File: config.mk
export PLATFORM = sky130hd
export DESIGN_NAME = mmio_router
export DESIGN_NICKNAME = d
export VERILOG_FILES = /design/src/rtl/mmio_router_pkg.sv /design/src/rtl/mmio_router_decode.sv /design/src/rtl/mmio_router.sv
export SDC_FILE = /design/constraint.sdc
export NUM_CORES = 1
export LEC_CHECK = 0
export ABC_AREA = 1
export BUFFER_PORTS_ARGS = -buffer_cell sky130_fd_sc_hd__buf_2
export CAP_MARGIN = 20
export CORE_AREA = 5 5 130 132
export DETAILED_ROUTE_END_ITERATION = 10
export DIE_AREA = 0 0 135 137
export PLACE_DENSITY = 0.6
export SLEW_MARGIN = 10
export SYNTH_ARGS = -nofsm -noshare
export SYNTH_HDL_FRONTEND = slang
export SYNTH_SLANG_ARGS = --single-unit
File: constraint.sdc
create_clock -name clk -period 1.2 [get_ports clk]
set_input_delay 0.06 -clock clk [delete_from_list [all_inputs] [get_ports clk]]
set_output_delay 0.06 -clock clk [all_outputs]
set_load 0.005 [all_outputs]
File: src/rtl/mmio_router_pkg.sv
// Shared constants for the MMIO router: FSM state codes, field widths and a width helper.
package mmio_router_pkg;

    localparam int CODE_W = 4;
    localparam int CNT_W  = 4;
    localparam int BE_W   = 4;

    localparam logic [1:0] ST_IDLE   = 2'd0;
    localparam logic [1:0] ST_ACCESS = 2'd1;
    localparam logic [1:0] ST_DONE   = 2'd2;

    // Keeps index vectors at least one bit wide for single-device builds.
    function automatic int idx_width(input int n);
        return (n > 1) ? $clog2(n) : 1;
    endfunction

endpackage

File: src/rtl/mmio_router_decode.sv
// Region-code compare against every device code; lowest device index wins on duplicate codes.
module mmio_router_decode
    import mmio_router_pkg::*;
#(
    parameter int                       NUM_DEV  = 4,
    parameter int                       IDX_W    = 2,
    parameter logic [NUM_DEV*CODE_W-1:0] DEV_CODE = 16'hfedc
) (
    input  logic [CODE_W-1:0]  code,
    input  logic               req,
    output logic [NUM_DEV-1:0] hit,
    output logic [IDX_W-1:0]   idx,
    output logic               any_hit
);

    always_comb begin
        hit     = '0;
        idx     = '0;
        any_hit = 1'b0;
        // Walk downwards so the lowest matching index is the last one written.
        for (int i = NUM_DEV - 1; i >= 0; i--) begin
            if (req && (code == DEV_CODE[i*CODE_W +: CODE_W])) begin
                hit     = '0;
                hit[i]  = 1'b1;
                idx     = IDX_W'(i);
                any_hit = 1'b1;
            end
        end
    end

endmodule

File: src/rtl/mmio_router.sv
// Data-side address router: device decode, cache passthrough, read mux and per-device wait sequencing.
//
// state  | meaning
// IDLE   | no device access in flight; a waited-device hit starts one
// ACCESS | counting wait cycles, dev_wen held for a write, cpu stalled
// DONE   | access finished, stall released; held here while pipe_hold is high
module mmio_router
    import mmio_router_pkg::*;
#(
    parameter int                       ADDR_W   = 30,
    parameter int                       DATA_W   = 32,
    parameter int                       NUM_DEV  = 4,
    parameter int                       SEL_LO   = 26,
    parameter logic [NUM_DEV*CODE_W-1:0] DEV_CODE = {4'hf, 4'he, 4'hd, 4'hc},
    parameter logic [NUM_DEV*CNT_W-1:0]  DEV_WAIT = {4'd0, 4'd0, 4'd0, 4'd2}
) (
    input  logic                      clk,
    input  logic                      rst,
    input  logic                      cpu_read,
    input  logic                      cpu_write,
    input  logic [ADDR_W-1:0]         cpu_addr,
    input  logic [DATA_W-1:0]         cpu_wdata,
    input  logic [BE_W-1:0]           cpu_be,
    input  logic                      pipe_hold,
    output logic [DATA_W-1:0]         cpu_rdata,
    output logic                      cpu_stall,
    output logic                      mem_read,
    output logic                      mem_write,
    input  logic [DATA_W-1:0]         mem_rdata,
    input  logic                      mem_stall,
    output logic [NUM_DEV-1:0]        dev_sel,
    output logic [NUM_DEV-1:0]        dev_wen,
    output logic [ADDR_W-1:0]         dev_addr,
    output logic [DATA_W-1:0]         dev_wdata,
    output logic [BE_W-1:0]           dev_be,
    input  logic [NUM_DEV*DATA_W-1:0] dev_rdata
);

    localparam int IDX_W = idx_width(NUM_DEV);

    logic               req;
    logic [NUM_DEV-1:0] hit;
    logic [IDX_W-1:0]   idx;
    logic               any_hit;
    logic [CNT_W-1:0]   hit_wait;
    logic [CNT_W-1:0]   lat_wait;
    logic [NUM_DEV-1:0] wen_zero;

    logic [1:0]         state_q, state_d;
    logic [CNT_W-1:0]   cnt_q, cnt_d;
    logic [NUM_DEV-1:0] wen_q, wen_d;
    logic [IDX_W-1:0]   idx_q, idx_d;
    logic [ADDR_W-1:0]  addr_q, addr_d;
    logic [DATA_W-1:0]  wdata_q, wdata_d;
    logic [BE_W-1:0]    be_q, be_d;

    assign req = cpu_read | cpu_write;

    mmio_router_decode #(
        .NUM_DEV  (NUM_DEV),
        .IDX_W    (IDX_W),
        .DEV_CODE (DEV_CODE)
    ) u_decode (
        .code    (cpu_addr[SEL_LO +: CODE_W]),
        .req     (req),
        .hit     (hit),
        .idx     (idx),
        .any_hit (any_hit)
    );

    assign hit_wait = DEV_WAIT[int'(idx)   * CNT_W +: CNT_W];
    assign lat_wait = DEV_WAIT[int'(idx_q) * CNT_W +: CNT_W];

    always_comb begin
        state_d = state_q;
        cnt_d   = cnt_q;
        wen_d   = wen_q;
        idx_d   = idx_q;
        addr_d  = addr_q;
        wdata_d = wdata_q;
        be_d    = be_q;
        case (state_q)
            ST_IDLE: begin
                if (any_hit && (hit_wait != '0)) begin
                    addr_d     = cpu_addr;
                    wdata_d    = cpu_wdata;
                    be_d       = cpu_be;
                    idx_d      = idx;
                    cnt_d      = CNT_W'(1);
                    wen_d      = '0;
                    wen_d[idx] = cpu_write;
                    state_d    = ST_ACCESS;
                end
            end
            // Runs to completion even if the request drops, so a write is never cut short.
            ST_ACCESS: begin
                if (cnt_q == lat_wait) begin
                    wen_d   = '0;
                    state_d = ST_DONE;
                end else begin
                    cnt_d = cnt_q + CNT_W'(1);
                end
            end
            ST_DONE: begin
                wen_d = '0;
                if (!pipe_hold) state_d = ST_IDLE;
            end
            default: begin
                wen_d   = '0;
                state_d = ST_IDLE;
            end
        endcase
    end

    always_ff @(posedge clk) begin
        if (!rst) begin
            state_q <= ST_IDLE;
            cnt_q   <= '0;
            wen_q   <= '0;
            idx_q   <= '0;
            addr_q  <= '0;
            wdata_q <= '0;
            be_q    <= '0;
        end else begin
            state_q <= state_d;
            cnt_q   <= cnt_d;
            wen_q   <= wen_d;
            idx_q   <= idx_d;
            addr_q  <= addr_d;
            wdata_q <= wdata_d;
            be_q    <= be_d;
        end
    end

    assign wen_zero = (any_hit && (hit_wait == '0) && cpu_write) ? hit : '0;

    assign dev_sel   = hit;
    assign dev_wen   = wen_q | wen_zero;
    assign dev_addr  = addr_q;
    assign dev_wdata = wdata_q;
    assign dev_be    = be_q;

    assign mem_read  = cpu_read  & ~any_hit;
    assign mem_write = cpu_write & ~any_hit;

    always_comb begin
        cpu_rdata = '0;
        if (any_hit)  cpu_rdata = dev_rdata[int'(idx) * DATA_W +: DATA_W];
        else if (req) cpu_rdata = mem_rdata;
    end

    always_comb begin
        cpu_stall = mem_stall;
        if (any_hit) cpu_stall = (hit_wait != '0) && (state_q != ST_DONE);
    end

endmodule
==> metrics.md <==
| Metric | Value |
|---|---|
| Top-area cell type share of the netlist area | `0.351` |
| DRT antenna net count | `0` |
| Vias in the first global route | `just over 6000` |
| DP Area | `between 6000 and 7000 sq um` |
| CP startpoint | `state_q[0]$_SDFFE_PN0P_` |
| Max-Slew Margin vs Limit | `0.760` |
| Multiplexer area fraction after synthesis | `0` |
| CP startpoint kind | `flip-flop` |
| Place WS | `-0.232 ns` |
| Worst-Margin Slew | `around 0.36 ns` |
| Fmax | `759 MHz` |
| 1st-pass router iterations | `4` |
| Die area | `roughly 18000 sq um` |
| Avg Inst Size Synth | `~6.5 sq um` |
| P per Cell Area | `a little over 800 nW/um^2` |
| R2R cell count | `5` |
| Vias | `6415` |
| Final setup viols | `74` |
| Total power | `slightly below 0.007 W` |
| Final Core Density | `0.551` |
| Post-synth EDFFs | `0` |
| Critical Path Fanout Max | `12` |
| CP cell instances | `nor2_4 > buf_12 > clkbuf_16 > nand3_1 > a21oi_1` |
| Core Region | `~16000 sq um` |
| Largest family of logic cells by synthesized area | `simple AND/OR/NAND/NOR gates` |
| CTS H-tree lvls | `3` |
| TritonCTS clock tree | `built` |
| Clock root cell | `clkbuf_16` |
| Setup Skew | `between 0.009 and 0.01 ns` |
| Top cell type by total area after synthesis | `dfxtp_1` |
| R2R Setup Slk | `-0.12 ns` |
| Syn Nets | `~920` |
| Worst Slack Setup Final | `-0.117 ns` |
| Global-route wire length before repair | `31.5 mm` |
| Avg WL per Cell | `17.2 um` |
| TritonCTS Buffers | `9` |
| Violations in the final reports | `negative setup slack` |
| Leak | `3.99 nW` |
| Initial antenna violation count | `4` |
| Area grow syn2layout | `93.2%` |
| Fin nets | `1350` |
| Yosys warnings | `0` |
| Cell area after synthesis | `~4400 sq um` |
| Fin. Hold Viols | `0` |
| Xor and xnor area share after synthesis | `0.00197` |
| Top cells by area, synth | `dfxtp_1 (35%), nand2_1 (13%), nand3_1 (13%)` |
| Worst-Skew Late Latency | `roughly 0.34 ns` |
| Die Y | `137 um` |
| Placement row count | `46` |
| Adder-cell share of the synthesized area | `0.00281` |
| GRT Residual Overflow | `0` |
| Required time of the critical path | `1.46 ns` |
| Slowest CP cell | `dfxtp_4` |
| Final HPWL DP | `between 10 and 15 mm` |
| Critical Path Sink Type | `flip-flop` |
| Most frequent cells after synthesis | `nand2_1 (155), nand3_1 (114), a21oi_1 (102), dfxtp_1 (78), nor2_1 (69)` |
| Post-Route WL | `23.0 mm` |
| Layout cell share with drive strength beyond 1 | `0.512` |
| Distinct cells, synth | `26` |
| Seq cells post-synth | `78` |
| Arrival time at the worst endpoint | `1.58 ns` |
| Setup TNS | `-2.51 ns` |
| Outcome | `finished, violations left` |
| Hold Path Stages | `3` |
| CTS max path bufs | `2` |
| Num ports | `about 340` |
| Fillers | `1494` |
| Simple-gate share of the synthesized area | `0.386` |
| Crit-path max cell delay | `~0.36 ns` |
| Post-Layout Inst Area | `approximately 8600 sq um` |
| Max-Cap Viols | `0` |
| DRC Markers | `0` |
| Worst min path class | `in2reg` |
| FFs w/ async S/R, synth | `0` |
| Top FF cell, synth | `dfxtp_1` |
| Reg2reg start | `state_q[0]$_SDFFE_PN0P_` |
| Die width | `between 100 and 150 um` |
| Sequential share of the synthesized area | `0.351` |
| VDD IR max | `between 0.6 and 0.7 mV` |
| Gate count of the mapped netlist | `slightly below 700` |
| Port bufs | `between 300 and 400` |
| Max Slew Vio Count | `0` |
| Pin count of the biggest net entering global routing | `a little over 50` |
| Most frequent cell after synthesis | `nand2_1` |
| RR Endpoint | `dev_wdata[21]$_SDFFE_PN0P_` |
| WS Path Type | `reg2reg` |
| Minimum clock period | `1.32 ns` |
| GP Congestion | `0.898` |
| Clk slew on worst S/H paths | `about 0.060 ns` |
| All-Layer GR Usage | `0.213` |
| DRT iter0 DRCs | `between 200 and 300` |
| CP endpoint | `dev_wdata[21]$_SDFFE_PN0P_` |
| Fin crit share | `1.10` |
| DR vias/cell | `between 4 and 5` |
| Initial Util | `0.285` |
| Compound-Gate Fraction of Synth Area | `0.161` |
| Sink Count | `~80` |
| Unrepaired setup endpoints after global routing | `yes` |
report_power, final:
part	switching, W	internal, W
Combinational	0.000830	0.000886
Clock	0.00115	0.00142
Sequential	0.0000244	0.00263
stage by stage:
step                      hold slack, ns  cells
after global placement             0.326   1226
final                             0.0140   1342
after detailed placement           0.331   1226
after global routing              0.0124   1341
after floorplan                    0.181    683
after CTS                        0.00109   1319
kinds of logic after synthesis:
family	count (synthesis)
and+or+nand+nor	377
AOI/OAI and AO/OA	141
buffers and inverters	85
DFF	78
xor gates and xnor gates	1
adders and majority gates	1
worst min path at each step:
stage / start / end / slack [ns]
after detailed placement: pipe_hold / state_q[1]$_SDFFE_PN0P_ / 0.33
after global routing: cpu_addr[24] / dev_addr[24]$_SDFFE_PN0P_ / 0.01
after global placement: pipe_hold / state_q[1]$_SDFFE_PN0P_ / 0.33
after floorplan: rst / wen_q[0]$_SDFFE_PN0P_ / 0.18
final: cpu_addr[24] / dev_addr[24]$_SDFFE_PN0P_ / 0.01
after CTS: cpu_wdata[8] / dev_wdata[8]$_SDFFE_PN0P_ / 0.001
routing by layer:
metal / track usage / up-vias / share of wire
li1: - / 3135 / -
met5: 0 / - / 0.00056
met3: 0.0632 / 50 / 0.082
met2: 0.375 / 287 / 0.51
met1: 0.241 / 2941 / 0.37
met4: 0.0851 / 2 / 0.028
registers in the layout, indices dropped and copies added, names as in the netlist:
name	count
cnt_q	4
dev_addr	30
dev_be	4
dev_wdata	32
idx_q	2
state_q	2
wen_q	4
final cells by class:
class                      count  area, sq um  share of cell area
clock buffer                   9          225              0.0262
clock inverter                 7         55.1             0.00641
timing repair buffer         475         3260               0.380
inverter                      32          140              0.0163
antenna                        4         10.0             0.00117
sequential                    78         1570               0.183
multi-input combinational    521         3050               0.355
tap                          216          270              0.0315
cell usage in the layout (no fill, tap or decap), types with 11 or more instances in the layout:
cell type	netlist	final
nand3_1	114	78
nand2_4	3	13
o21ai_0	35	32
a21oi_2	0	33
dlygate4sd3_1	0	62
clkbuf_16	0	15
dfxtp_1	78	73
nor2_1	69	56
buf_6	6	12
nand3_2	0	27
inv_1	26	20
buf_4	4	43
buf_12	0	11
buf_2	25	334
nand2_1	155	132
nand2_2	12	23
nand3b_1	17	17
a21oi_1	102	69
timing repair:
action	4_1_cts	5_1_grt
endpoints found under the hold margin	60	2
hold buffers	60	2
setup endpoints to repair	42	107
pin swaps	19	64
gates cloned	3	9
buffers inserted	14	10
gates resized for setup	47	138
critical path, delay by kind of cell, from the launching register on:
| kind | cells | cell delay (ns) |
|---|---|---|
| flip-flops | 1 | 0.36 |
| buffers and inverters | 2 | 0.36 |
| AND/OR/NAND/NOR | 2 | 0.35 |
| AO/OA/AOI/OAI | 1 | 0.17 |
Power figures use the tool's default switching activity.
